==> src/rtl/rv_pkg.sv <==
// Shared types and constants for the multi-cycle RISC-V sequencer.
// Holds the state encoding, trap causes, class bit positions and class-resolution helpers.
package rv_pkg;

  typedef enum logic [2:0] {
    ST_IDLE   = 3'd0,
    ST_FETCH  = 3'd1,
    ST_DECODE = 3'd2,
    ST_EXEC   = 3'd3,
    ST_MEM    = 3'd4,
    ST_WB     = 3'd5,
    ST_TRAP   = 3'd7
  } seq_state_t;

  localparam logic [1:0] TRAP_NONE    = 2'b00;
  localparam logic [1:0] TRAP_ILLEGAL = 2'b01;
  localparam logic [1:0] TRAP_IMEM    = 2'b10;
  localparam logic [1:0] TRAP_DMEM    = 2'b11;

  localparam int NUM_CLS = 9;
  localparam int CLS_R   = 0;
  localparam int CLS_I   = 1;
  localparam int CLS_L   = 2;
  localparam int CLS_S   = 3;
  localparam int CLS_B   = 4;
  localparam int CLS_J   = 5;
  localparam int CLS_JR  = 6;
  localparam int CLS_LUI = 7;
  localparam int CLS_AUI = 8;

  typedef logic [NUM_CLS-1:0] cls_vec_t;

  // controlDecode lets lui/aui override R, so R is dropped when either is present.
  function automatic cls_vec_t resolve_cls(input cls_vec_t raw);
    cls_vec_t v;
    v = raw;
    if (raw[CLS_R] && (raw[CLS_LUI] || raw[CLS_AUI])) v[CLS_R] = 1'b0;
    return v;
  endfunction

  // Hand-rolled one-hot test keeps the decode legality check tool-neutral.
  function automatic logic is_one_hot(input cls_vec_t v);
    int n;
    n = 0;
    for (int i = 0; i < NUM_CLS; i++) n = n + int'(v[i]);
    return (n == 1);
  endfunction

endpackage

==> src/rtl/rv_mem_wait.sv <==
// Memory wait-cycle counter shared by the fetch and data-access phases.
// done flags an accepted ack; timeout flags the last wait cycle passing without one.
module rv_mem_wait #(
  parameter int TIMEOUT = 16
) (
  input  logic clk,
  input  logic rst,
  input  logic start,
  input  logic req,
  input  logic ack,
  output logic done,
  output logic timeout
);

  localparam int W = (TIMEOUT > 1) ? $clog2(TIMEOUT) : 1;
  localparam logic [W-1:0] LAST = W'(TIMEOUT - 1);

  logic [W-1:0] cnt;

  always_ff @(posedge clk or negedge rst) begin
    if (!rst) begin
      cnt <= '0;
    end else if (start) begin
      cnt <= '0;
    end else if (req && !ack && (cnt != LAST)) begin
      cnt <= cnt + 1'b1;
    end
  end

  // An ack in the final wait cycle still counts as done, so it wins over the timeout.
  assign done    = req & ack;
  assign timeout = req & ~ack & (cnt == LAST);

endmodule

==> src/rtl/rv_multicycle_seq.sv <==
// Multi-cycle sequencer: walks one instruction through FETCH/DECODE/EXEC/MEM/WB.
// Handshake: a request is held high each cycle until its ack; the ack cycle completes the access.
module rv_multicycle_seq
  import rv_pkg::*;
#(
  parameter int TIMEOUT = 16,
  parameter int CNT_W   = 32
) (
  input  logic             clk,
  input  logic             rst,
  input  logic             run,
  input  logic             R,
  input  logic             I,
  input  logic             L,
  input  logic             S,
  input  logic             B,
  input  logic             J,
  input  logic             Jr,
  input  logic             lui,
  input  logic             aui,
  input  logic             br_taken,
  output logic             imem_req,
  input  logic             imem_ack,
  output logic             ir_write,
  output logic             alu_en,
  output logic             dmem_req,
  output logic             dmem_we,
  input  logic             dmem_ack,
  output logic             reg_write,
  output logic             mem_to_reg,
  output logic             pc_write,
  output logic             pc_sel,
  output logic [CNT_W-1:0] instret,
  output logic             trap,
  output logic [1:0]       trap_cause,
  output logic [2:0]       state
);

  seq_state_t cur, nxt;
  cls_vec_t   cls_raw, cls_res, cls_q;
  logic       br_q, br_eff;
  logic [1:0] cause_q, cause_nxt;
  logic       mw_start, mw_req, mw_ack, mw_done, mw_timeout;
  logic       retire;

  assign cls_raw = {aui, lui, Jr, J, B, S, L, I, R};
  assign cls_res = resolve_cls(cls_raw);

  assign mw_req   = (cur == ST_FETCH) || (cur == ST_MEM);
  assign mw_ack   = (cur == ST_FETCH) ? imem_ack : dmem_ack;
  assign mw_start = ((nxt == ST_FETCH) || (nxt == ST_MEM)) && (nxt != cur);

  rv_mem_wait #(.TIMEOUT(TIMEOUT)) u_mem_wait (
    .clk     (clk),
    .rst     (rst),
    .start   (mw_start),
    .req     (mw_req),
    .ack     (mw_ack),
    .done    (mw_done),
    .timeout (mw_timeout)
  );

  always_ff @(posedge clk or negedge rst) begin
    if (!rst) cur <= ST_IDLE;
    else      cur <= nxt;
  end

  always_ff @(posedge clk or negedge rst) begin
    if (!rst) begin
      cls_q   <= '0;
      br_q    <= 1'b0;
      cause_q <= TRAP_NONE;
      instret <= '0;
    end else begin
      if (cur == ST_DECODE) cls_q <= cls_res;
      if (cur == ST_EXEC)   br_q  <= br_taken;
      if ((nxt == ST_TRAP) && (cur != ST_TRAP)) cause_q <= cause_nxt;
      if (retire) instret <= instret + 1'b1;
    end
  end

  // Branches retire in EXEC, before br_q has captured the comparator result.
  assign br_eff = (cur == ST_EXEC) ? br_taken : br_q;

  always_comb begin
    nxt        = cur;
    cause_nxt  = TRAP_NONE;
    imem_req   = 1'b0;
    ir_write   = 1'b0;
    alu_en     = 1'b0;
    dmem_req   = 1'b0;
    dmem_we    = 1'b0;
    reg_write  = 1'b0;
    mem_to_reg = 1'b0;
    retire     = 1'b0;
    unique case (cur)
      ST_IDLE: if (run) nxt = ST_FETCH;
      ST_FETCH: begin
        imem_req = 1'b1;
        if (mw_done) begin
          ir_write = 1'b1;
          nxt      = ST_DECODE;
        end else if (mw_timeout) begin
          nxt       = ST_TRAP;
          cause_nxt = TRAP_IMEM;
        end
      end
      ST_DECODE: begin
        if (is_one_hot(cls_res)) begin
          nxt = ST_EXEC;
        end else begin
          nxt       = ST_TRAP;
          cause_nxt = TRAP_ILLEGAL;
        end
      end
      ST_EXEC: begin
        alu_en = 1'b1;
        if (cls_q[CLS_B]) begin
          retire = 1'b1;
          nxt    = ST_IDLE;
        end else if (cls_q[CLS_L] || cls_q[CLS_S]) begin
          nxt = ST_MEM;
        end else begin
          nxt = ST_WB;
        end
      end
      ST_MEM: begin
        dmem_req = 1'b1;
        dmem_we  = cls_q[CLS_S];
        if (mw_done) begin
          if (cls_q[CLS_S]) begin
            retire = 1'b1;
            nxt    = ST_IDLE;
          end else begin
            nxt = ST_WB;
          end
        end else if (mw_timeout) begin
          nxt       = ST_TRAP;
          cause_nxt = TRAP_DMEM;
        end
      end
      ST_WB: begin
        reg_write  = 1'b1;
        mem_to_reg = cls_q[CLS_L];
        retire     = 1'b1;
        nxt        = ST_IDLE;
      end
      ST_TRAP: nxt = ST_TRAP;
      default: nxt = ST_IDLE;
    endcase
  end

  assign pc_write   = retire;
  assign pc_sel     = retire & (cls_q[CLS_J] | cls_q[CLS_JR] | (cls_q[CLS_B] & br_eff));
  assign trap       = (cur == ST_TRAP);
  assign trap_cause = cause_q;
  assign state      = cur;

endmodule

==> config.mk <==
export PLATFORM = sky130hd
export DESIGN_NAME = rv_multicycle_seq
export DESIGN_NICKNAME = d
export VERILOG_FILES = /design/src/rtl/rv_pkg.sv /design/src/rtl/rv_mem_wait.sv /design/src/rtl/rv_multicycle_seq.sv
export SDC_FILE = /design/constraint.sdc
export NUM_CORES = 1
export LEC_CHECK = 0
export BUFFER_PORTS_ARGS = -buffer_cell sky130_fd_sc_hd__clkbuf_2
export CELL_PAD_IN_SITES_DETAIL_PLACEMENT = 0
export CELL_PAD_IN_SITES_GLOBAL_PLACEMENT = 1
export CORE_ASPECT_RATIO = 0.9
export CORE_MARGIN = 3
export CORE_UTILIZATION = 41
export CTS_CLUSTER_DIAMETER = 150
export DETAILED_ROUTE_END_ITERATION = 7
export GPL_TIMING_DRIVEN = 1
export HOLD_SLACK_MARGIN = 0.12
export PLACE_DENSITY = 0.86
export SYNTH_ARGS = -nofsm -noshare
export SYNTH_HDL_FRONTEND = slang
export SYNTH_HIERARCHICAL = 1
export SYNTH_SLANG_ARGS = --single-unit
==> constraint.sdc <==
create_clock -name clk -period 3.6 [get_ports clk]
set_clock_uncertainty 0.2 [all_clocks]
set_input_delay 0.36 -clock clk [delete_from_list [all_inputs] [get_ports clk]]
set_output_delay 0.36 -clock clk [all_outputs]
set_load 0.01 [all_outputs]
==> out/qor.txt, run 1 <==
Power Dens Cells = 596 mW/mm²
adder-cell share of the synthesized area = 0.0588
final WL = 5210 µm
largest family of logic cells by synthesized area = simple AND/OR/NAND/NOR gates
Final nets = 343
PnR worst setup slack = -885 ps
Post-Synthesis Cells = 242
area of the core = 0.00586 mm²
Mapped Avg Cell Area = 10.6 µm²
Worst EP arrival = 4470 ps
Hold Crit Class = primary input to flip-flop
area delta synth->final = 25.5%
Die H = 80.9 µm
clock sinks = 47
post-synthesis register bit count = 47
hpwl dp = 4040 µm
critical path launch point type = primary input
final hold slack = 132 ps
Mapped Area = 0.00255 mm²
CP max FO = 4
Synth area leaders = dfrtp_1 (46%), xnor2_1 (9.3%), fa_1 (3.9%)
Yosys warning total = 6
post-synth top area share = 0.461
routability-driven placement congestion ratio = 0.805
Post-CTS Setup Inserts = 0
global-route wire length before repair = 8660 µm
RSZ-0062 raised after global routing = yes
Slew @ Worst Pin = 932 ps
Synth Area in XOR/XNOR = 0.106
Tot Pwr = 1.91 mW
H-tree levels = 2
Inst Count DP = 378
Worst slew margin = 0.379
# DRC = 0
multi-input logic area = 0.00131 mm²
EDFF count, synth = 0
maxcap violations = 0
status = complete, but fails checks
number of buffers added on ports = 61
antenna violations before repair = 0
Synth Area in Simple Gates = 0.232
total number of vias = 1979
Required @ worst endpoint = 3580 ps
share of cells above drive strength 1 = 0.331
post-synthesis mux area share = 0.0348
flop-to-flop setup slack = 470 ps
vias in the first global route = 1837
sequential share of the synthesized area = 0.461
die area = 0.00721 mm²
CTS tree = yes
period utilization = 1.25
post-synthesis cell type count = 52
Static Leak = 1.62 nW
remaining antenna violation count = 0
DRT iter0 DRCs = 69
Fin. Hold Viols = 0
f_max = 223 MHz
ys flop type = dfrtp_1
min Tclk post-route = 4480 ps
Crit Path Class = primary input to flip-flop
Clk Latency, worst-skew pair = 290 ps
post-detailed-route wirelength per cell = 13.4 µm
Longest Clk Path Bufs = 2
IO Count = 62
ys async rst share = 1.00
Vias/cell = 5.07
Antenna diodes = 0
total gr overflow = 0
Compound-Gate Fraction of Synth Area = 0.0696
First-pass DRT Iterations = 4
crit end category = flip-flop
failing checks = setup timing
Yosys top cell by area = dfrtp_1
number of non-filler instances in the completed layout = 390
CTS Root Cell = clkbuf_8
Starting Density = 0.436
GRT Util Overall = 0.154
worst ir drop on vdd = 0.227 mV
# setup viols final = 7
register area = 0.00118 mm²
row cnt = 26
clk slew on worst S/H paths = 80 ps
fill count = 545
largest net degree at the start of global routing = 39
net count after synthesis = 266
CTS buffer count = 5
die width = 89.2 µm
Final Max Slew Viols = 0
metrics by stage:
stage	cell area, µm²	utilization	setup WS (ps)	setup TNS [ps]
6_report	3210	0.547	-885	-4640
5_1_grt	3210	0.547	-973	-5170
4_1_cts	3200	0.546	-871	-4640
3_5_place_dp	3020	0.515	-1250	-7190
3_3_place_gp	3020	0.515	-1190	-6780
2_1_floorplan	2570	-	-1020	-4670
registers in the layout (all words and copies together), names as in the netlist:
| register | cells |
|---|---|
| state | 3 |
| cls_q | 5 |
| instret | 32 |
| trap_cause | 2 |
| br_q | 1 |
| u_mem_wait/cnt | 4 |
Yosys cell counts, drive strengths merged (2+ instances only):
library cell	instances
nand2	19
nand2b	5
mux2	7
nand4	6
nor3	6
nor2b	7
nand3	14
a21oi	4
inv	20
clkbuf	3
o21bai	2
or3b	3
xnor2	27
a211oi	4
or2	2
and3	8
and4b	2
buf	2
nor2	11
dfrtp	47
ha	4
fa	5
and4	3
and2	7
xor2	4
o21ai	2
per-layer routing:
layer	vias up	global-route usage	routed length, µm	part of all wire
li1	984	-	-	-
met4	0	0.0446	0	0
met1	947	0.214	2480	0.48
met2	48	0.241	2490	0.48
met5	-	0	0	0
met3	0	0.0355	235	0.045
logic make-up (layout without fill, tap and decap cells):
group                    Yosys count  count (layout)
AO/OA/AOI/OAI                     23              23
XOR/XNOR                          31              31
adder cells (fa/ha/maj)            9               9
buffers and inverters             25             103
flip-flops                        47              47
multiplexers                       8               8
AND/OR/NAND/NOR                   99              99
power by group:
group	internal (mW)	leakage [nW]	total (mW)	switching, mW
Sequential	0.619	0.625	0.702	0.0830
Clock	0.207	0.0581	0.383	0.176
Combinational	0.399	0.939	0.825	0.426
Total	1.23	1.62	1.91	0.685
final timing paths:
path | to | startpoint | depth (start not counted)
min | br_q | br_taken | 2
max reg2reg | u_mem_wait/cnt[1] | state[1] | 14
max in group asynchronous | u_mem_wait/cnt[0] | rst | 3
max | u_mem_wait/cnt[1] | B | 16
min reg2reg | instret[31] | instret[31] | 1
min in group asynchronous | instret[10] | rst | 2
repair_timing:
action	in CTS	in global routing
setup endpoints to repair	7	7
endpoints found under the hold margin	40	0
hold buffers	4	0
gates resized for setup	4	3
pin swaps	2	2
cell type report:
class	count	area share
tap	70	0.0273
clock buffer	5	0.0215
inverter	20	0.0258
timing repair buffer	75	0.137
sequential	47	0.367
multi-input combinational	170	0.407
clock inverter	3	0.0137
critical path, stage by stage:
cell and delay (ps):
clkbuf_16 110, inv_8 20, fa_1 540, inv_2 40, fa_1 490, inv_1 50
fa_1 450, fa_2 360, fa_1 500, or4bb_1 390, a32o_2 280, or3b_1 360
a21oi_2 180, buf_4 160, nand2b_4 110, mux2i_1 60
cell usage in the layout (no fill, tap or decap), types with 5 or more instances in the layout:
cell      count
clkbuf_2     60
dfrtp_1      47
xnor2_1      27
nand2_1      19
inv_1        17
nand3_1      14
nor2_1       11
buf_4        10
and3_1        8
mux2_2        7
nor2b_1       6
and2_1        6
nand4_1       6
clkbuf_8      5
No activity file was read; power rests on OpenSTA's default activity.
==> inputs of run 2 (changes only) <==
- PLACE_DENSITY: 0.86 -> not set
- PLACE_DENSITY_LB_ADDON: not set -> 0.1
==> out/qor.txt, run 2 (synthesis results as in run 1) <==
status = complete, but fails checks
failing checks = setup timing
antenna violations before repair = 0 (unchanged)
Final nets = 348 (+1.5%)
total number of vias = 2011 (+1.6%)
critical path launch point type = primary input
largest net degree at the start of global routing = 33 (-15%)
commonest non-fill, non-tap cell in the layout = clkbuf_2
met3 GRT Util = 0.0355 (unchanged)
# DRC = 0 (unchanged)
CTS tree = yes
R2R depth = 13 (-1)
final hold slack = 228 ps (+96.1 ps)
post-detailed-route wirelength per cell = 13.7 µm (+2.9%)
period utilization = 1.25 (+0.00218)
Slew @ Worst Pin = 846 ps (-86.1 ps)
Final Max Slew Viols = 0 (unchanged)
Die H = 80.9 µm (unchanged)
DRT iter0 DRCs = 56 (-19%)
gr busiest metal = met2
final WL = 5430 µm (+4.2%)
Clock Power Share = 0.226 (+0.025)
Worst EP arrival = 4470 ps (about the same)
most frequent cells in the layout = clkbuf_2 (60), dfrtp_1 (47), xnor2_1 (27)
f_max = 223 MHz (-0.17%)
Clk Latency, worst-skew pair = 290 ps (about the same)
Cell Int Power = 1.32 mW (+7.4%)
Worst slew margin = 0.436 (+0.0574)
hold endpoint = cls_q[4]
top flop regs = instret x32, cls_q x5, u_mem_wait/cnt x4
area of the core = 0.00586 mm² (unchanged)
row cnt = 26 (unchanged)
Antenna diodes = 0 (unchanged)
Power Dens Cells = 615 mW/mm² (+3.3%)
die area = 0.00721 mm² (unchanged)
met1 usage = 0.236 (+0.0225)
min Tclk post-route = 4490 ps (+7.84 ps)
Starting Density = 0.436 (unchanged)
total gr overflow = 0 (unchanged)
flop-to-flop setup slack = 380 ps (-90 ps)
worst ir drop on vdd = 0.392 mV (+73%)
Crit Path Class = primary input to flip-flop
maxcap violations = 0 (unchanged)
clock sinks = 47 (unchanged)
hpwl dp = 4140 µm (+2.4%)
share of cells above drive strength 1 = 0.329 (-0.00202)
CTS Root Cell = clkbuf_8
Fin. Hold Viols = 0 (unchanged)
GRT Util Overall = 0.163 (+0.00928)
number of buffers added on ports = 61 (unchanged)
PnR worst setup slack = -893 ps (-7.84 ps)
min-delay src = B
Static Leak = 1.65 nW (+1.9%)
CP max FO = 3 (-1)
Tot Pwr = 2.01 mW (+5.2%)
routability-driven placement congestion ratio = 0.771 (-4.3%)
IO Count = 62 (unchanged)
Vias/cell = 5.09 (+0.33%)
H-tree levels = 2 (unchanged)
NetSw = 0.694 mW (+1.3%)
remaining antenna violation count = 0 (unchanged)
met2 usage = 0.251 (+0.0103)
# setup viols final = 7 (unchanged)
die width = 89.2 µm (unchanged)
RSZ-0062 raised after global routing = yes
Longest Clk Path Bufs = 2 (unchanged)
sw frac = 0.345 (-0.0132)
Flop pwr share = 0.356 (-0.012)
Hold Path Cell Cnt = 3 (+1)
max FFs per register = 32 (unchanged)
r2r startpoint = state[0]
Hold Crit Class = primary input to flip-flop
Required @ worst endpoint = 3580 ps (about the same)
vias in the first global route = 1925 (+4.8%)
Largest Register = instret
reg-to-reg endpoint = u_mem_wait/cnt[0]
area delta synth->final = 27.9%
Logic pwr share = 0.419 (-0.013)
global-route wire length before repair = 9200 µm (+6.2%)
CTS buffer count = 5 (unchanged)
First-pass DRT Iterations = 4 (unchanged)
crit end category = flip-flop
Post-Route Utilization = 0.558 (+0.0103)
clk slew on worst S/H paths = 80 ps (about the same)
## run 2: layout make-up
class | count | area (µm²)
Timing Repair Buffer | 80 | 480
Sequential cell | 47 | 1180
Inverter | 20 | 82.6
Multi-Input combinational cell | 170 | 1310
Tap cell | 70 | 87.6
Clock inverter | 2 | 60.1
Clock buffer | 6 | 72.6
Fill cell | 548 | 2590
## run 2: stage by stage
stage	setup slack [ps]	instances	cell area, µm²	setup TNS (ps)
floorplan	-1020	242	2570	-4670
global placement	-1210	381	3040	-7140
detailed placement	-1290	381	3040	-7670
CTS	-883	395	3260	-4940
global route	-1040	395	3270	-5920
finish	-893	395	3270	-4900
## run 2: worst max-delay path: stages
cell	delay [ps]
clkbuf_16	110
inv_8	20
fa_1	520
inv_1	50
fa_1	490
inv_1	40
fa_1	460
fa_2	360
fa_1	490
or4bb_1	390
a32o_2	280
or3b_1	360
a21oi_2	200
nor2b_1	60
mux2_4	260
## run 2: how the worst max path moves through the flow
stage,end,from
2_1_floorplan,u_mem_wait/cnt[0],B
3_3_place_gp,u_mem_wait/cnt[0],B
3_5_place_dp,u_mem_wait/cnt[0],B
4_1_cts,u_mem_wait/cnt[0],B
5_1_grt,u_mem_wait/cnt[0],B
6_report,u_mem_wait/cnt[0],B
## run 2: timing repair
item	CTS	global route
setup buffers	1	0
setup endpoints to repair	7	7
gates cloned	0	0
hold buffers	5	0
gates resized for setup	4	3
pin swaps	3	1
hold endpoints to repair	35	0
## run 2: layer usage
metal  vias up  routed length, µm  share of wire
li1        991                  -              -
met4         0                 35         0.0064
met3         5                273          0.050
met5         -                  0              0
met1       968               2690           0.50
met2        47               2430           0.45
## run 2: power by group through the flow
stage | clock network [mW] | registers, mW | logic, mW
floorplan | 0 | 0.719 | 0.528
global placement | 0 | 0.723 | 0.808
detailed placement | 0 | 0.725 | 0.814
CTS | 0.468 | 0.716 | 0.831
global route | 0.489 | 0.732 | 0.944
finish | 0.454 | 0.715 | 0.841
==> inputs of run 3 (changes only) <==
- CORE_UTILIZATION: 41 -> 37
- SYNTH_HIERARCHICAL: 1 -> not set
- clock period: 3.6 -> 3.9 ns (I/O delays scaled with it)
==> out/qor.txt, run 3 <==
total gr overflow = 0 (unchanged)
final WL = 5230 µm (-3.6%)
Fin. Hold Viols = 0 (unchanged)
Synth area leaders = dfrtp_1 (46%), xnor2_1 (7.5%), fa_1 (3.9%)
post-synth top area share = 0.460 (-0.000901)
post-synthesis register bit count = 47 (unchanged)
Synth Area in Simple Gates = 0.214 (-0.0185)
reg-to-reg endpoint = instret[26]
Critical-path top delay cell = fa_1
ys async rst share = 1.00 (unchanged)
clock sinks = 47 (unchanged)
Post-Synthesis Cells = 240 (-0.83%)
First-pass DRT Iterations = 4 (unchanged)
area delta synth->final = 21.5%
IO Count = 62 (unchanged)
worst setup path startpoint = B
global-route wire length before repair = 9400 µm (+2.2%)
WP depth = 15 (unchanged)
Compound-Gate Fraction of Synth Area = 0.0817 (+0.0121)
CP dominant cell by count = fa_1
Vias/cell = 4.79 (-5.8%)
Yosys warning total = 0 (-6)
Post-Route Utilization = 0.467 (-0.0906)
Largest Register = instret
Clk Latency, worst-skew pair = 290 ps (about the same)
top flop regs = instret x32, cls_q x5, u_mem_wait.cnt x4
count leader, synth = dfrtp_1
min Tclk post-route = 3710 ps
GRT Util Overall = 0.145 (-0.0183)
period utilization = 0.951
critical path launch point type = primary input
CP max stage delay = 520 ps (about the same)
Synth Area in XOR/XNOR = 0.113 (+0.00664)
most frequent cells in the layout = clkbuf_2 (61), dfrtp_1 (47), nand2_1 (22), xnor2_1 (22), inv_1 (20)
H-tree levels = 2 (unchanged)
Yosys top cell by area = dfrtp_1
Crit Path Class = primary input to flip-flop
post-synthesis mux area share = 0.0298 (-0.00496)
Die H = 84.9 µm (+5.0%)
Mapped Avg Cell Area = 10.7 µm² (+1.0%)
largest family of logic cells by synthesized area = simple AND/OR/NAND/NOR gates
Static Leak = 1.55 nW (-6.4%)
max FFs per register = 32 (unchanged)
WP buf/inv = 5 (+1)
Worst slew margin = 0.541 (+0.104)
flop-to-flop setup slack = 1460 ps (+1080 ps)
Final Max Slew Viols = 0 (unchanged)
clk slew on worst S/H paths = 80 ps (about the same)
Top delay family on crit path = adder cells
crit end category = flip-flop
Mapped Area = 0.00256 mm² (+0.20%)
DRT iter0 DRCs = 111 (+98%)
worst-path cell chain = clkbuf_2 > inv_1 > fa_1 > inv_1 > fa_1 > inv_1 > fa_1 > fa_2 > fa_1 > nor3b_1 > a21oi_1 > o21ai_1 > buf_4 > a31o_2 > a31oi_1
share of cells above drive strength 1 = 0.298 (-0.0315)
antenna violations before repair = 0 (unchanged)
post-synthesis cell type count = 47 (-9.6%)
status = finished, final reports clean
f_max = 270 MHz
routability-driven placement congestion ratio = 0.730 (-5.3%)
Slew @ Worst Pin = 689 ps (-157 ps)
CP endpoint = u_mem_wait.cnt[0]
Power Dens Cells = 281 mW/mm² (-54%)
Required @ worst endpoint = 3860 ps (+280 ps)
adder-cell share of the synthesized area = 0.0587 (-0.000115)
sequential share of the synthesized area = 0.460 (-0.000901)
ys flop type = dfrtp_1
net count after synthesis = 264 (-0.75%)
largest net degree at the start of global routing = 28 (-15%)
vias in the first global route = 1917 (-0.42%)
die width = 93.7 µm (+5.0%)
Hold Crit Class = primary input to flip-flop
r2r startpoint = state[0]
final hold slack = 153 ps (-74.9 ps)
commonest non-fill, non-tap cell in the layout = clkbuf_2
hpwl dp = 4010 µm (-3.0%)
EDFF count, synth = 0 (unchanged)
# setup viols final = 0 (-7)
area of the core = 0.00666 mm² (+14%)
Post-CTS Setup Inserts = 0 (-1)
total number of vias = 1913 (-4.9%)
Longest Clk Path Bufs = 2 (unchanged)
Worst EP arrival = 3670 ps (-800 ps)
number of buffers added on ports = 61 (unchanged)
# DRC = 0 (unchanged)
R2R depth = 6 (-7)
row cnt = 28 (+7.7%)
Starting Density = 0.384 (-0.0517)
CTS Root Cell = clkbuf_8
die area = 0.00795 mm² (+10%)
CTS tree = yes
remaining antenna violation count = 0 (unchanged)
post-detailed-route wirelength per cell = 13.1 µm (-4.6%)
worst ir drop on vdd = 0.180 mV (-54%)
Antenna diodes = 0 (unchanged)
top cells by count, synth = dfrtp_1 (47), nand2_1 (22), xnor2_1 (22)
RSZ-0062 raised after global routing = no
maxcap violations = 0 (unchanged)
CP max FO = 4 (+1)
CTS buffer count = 5 (unchanged)
Final nets = 332 (-4.6%)
[run 3: cell types whose count changed after synthesis, moves of 3 or more]
| cell | before | now |
|---|---|---|
| a21oi_1 | 3 | 6 |
| and4_1 | 3 | 7 |
| nand2_1 | 19 | 22 |
| nor2_1 | 11 | 7 |
| nor2b_1 | 6 | 3 |
| nor3_2 | 3 | 0 |
| xnor2_1 | 27 | 22 |
| xor2_1 | 4 | 11 |
[run 3: metal layers]
metal,vias up,global-route usage,share of wire
met5,-,0,0
met4,0,0.0394,0.010
met3,8,0.0293,0.037
met2,36,0.208,0.45
met1,908,0.222,0.51
li1,961,-,-
[run 3: kinds of logic (layout without fill, tap and decap cells)]
group                      Yosys count  in the layout
and+or+nand+nor                     91             91
DFF                                 47             47
xor gates and xnor gates            33             33
AOI/OAI and AO/OA                   27             27
buffers and inverters               26             95
adders and majority gates            9              9
muxes                                7              7
[run 3: metrics by stage]
stage               cells  cell area [µm²]  TNS, ps  total power, mW  worst slack [ps]
finish                399             3110        0            0.874               192
global route          399             3110        0            0.924              44.0
detailed placement    390             2970    -1170            0.567              -279
global placement      390             2970    -1080            0.566              -243
CTS                   399             3080        0            0.889              33.8
floorplan             240             2560        0            0.537              85.8
[run 3: worst register-to-register path, cell delays in order (launching register included)]
cell and delay (ps):
dfrtp_1 670, nand3b_1 300, a2bb2oi_2 260, inv_2 170
and4_1 440, nand4_1 160, xnor2_1 150
[run 3: repair_timing]
action | in CTS | in global routing
resized for setup | 0 | 4
hold buffers | 1 | 0
setup endpoints to repair | 0 | 3
hold endpoints to repair | 26 | 0
[run 3: area by class of cell]
cell class	count	area, µm²
inverters	21	78.8
fillers	685	3550
repair buffers	66	345
clock buffers	8	100
well taps	90	113
flip-flops and latches	47	1180
multi-input cells	167	1300
[run 3: worst min-delay path by stage]
stage          depth (start not counted)     endpoint  slack, ps        start
6_report                               2     cls_q[3]        150            S
5_1_grt                                2         br_q        150     br_taken
4_1_cts                                2         br_q        140     br_taken
3_5_place_dp                           1  instret[31]        260  instret[31]
3_3_place_gp                           1  instret[31]        260  instret[31]
2_1_floorplan                          0         br_q       -110          rst
[run 3: power by group]
| part | internal [mW] | switching [mW] |
|---|---|---|
| Clock | 0.162 | 0.155 |
| Sequential | 0.488 | 0.000415 |
| Combinational | 0.0313 | 0.0375 |
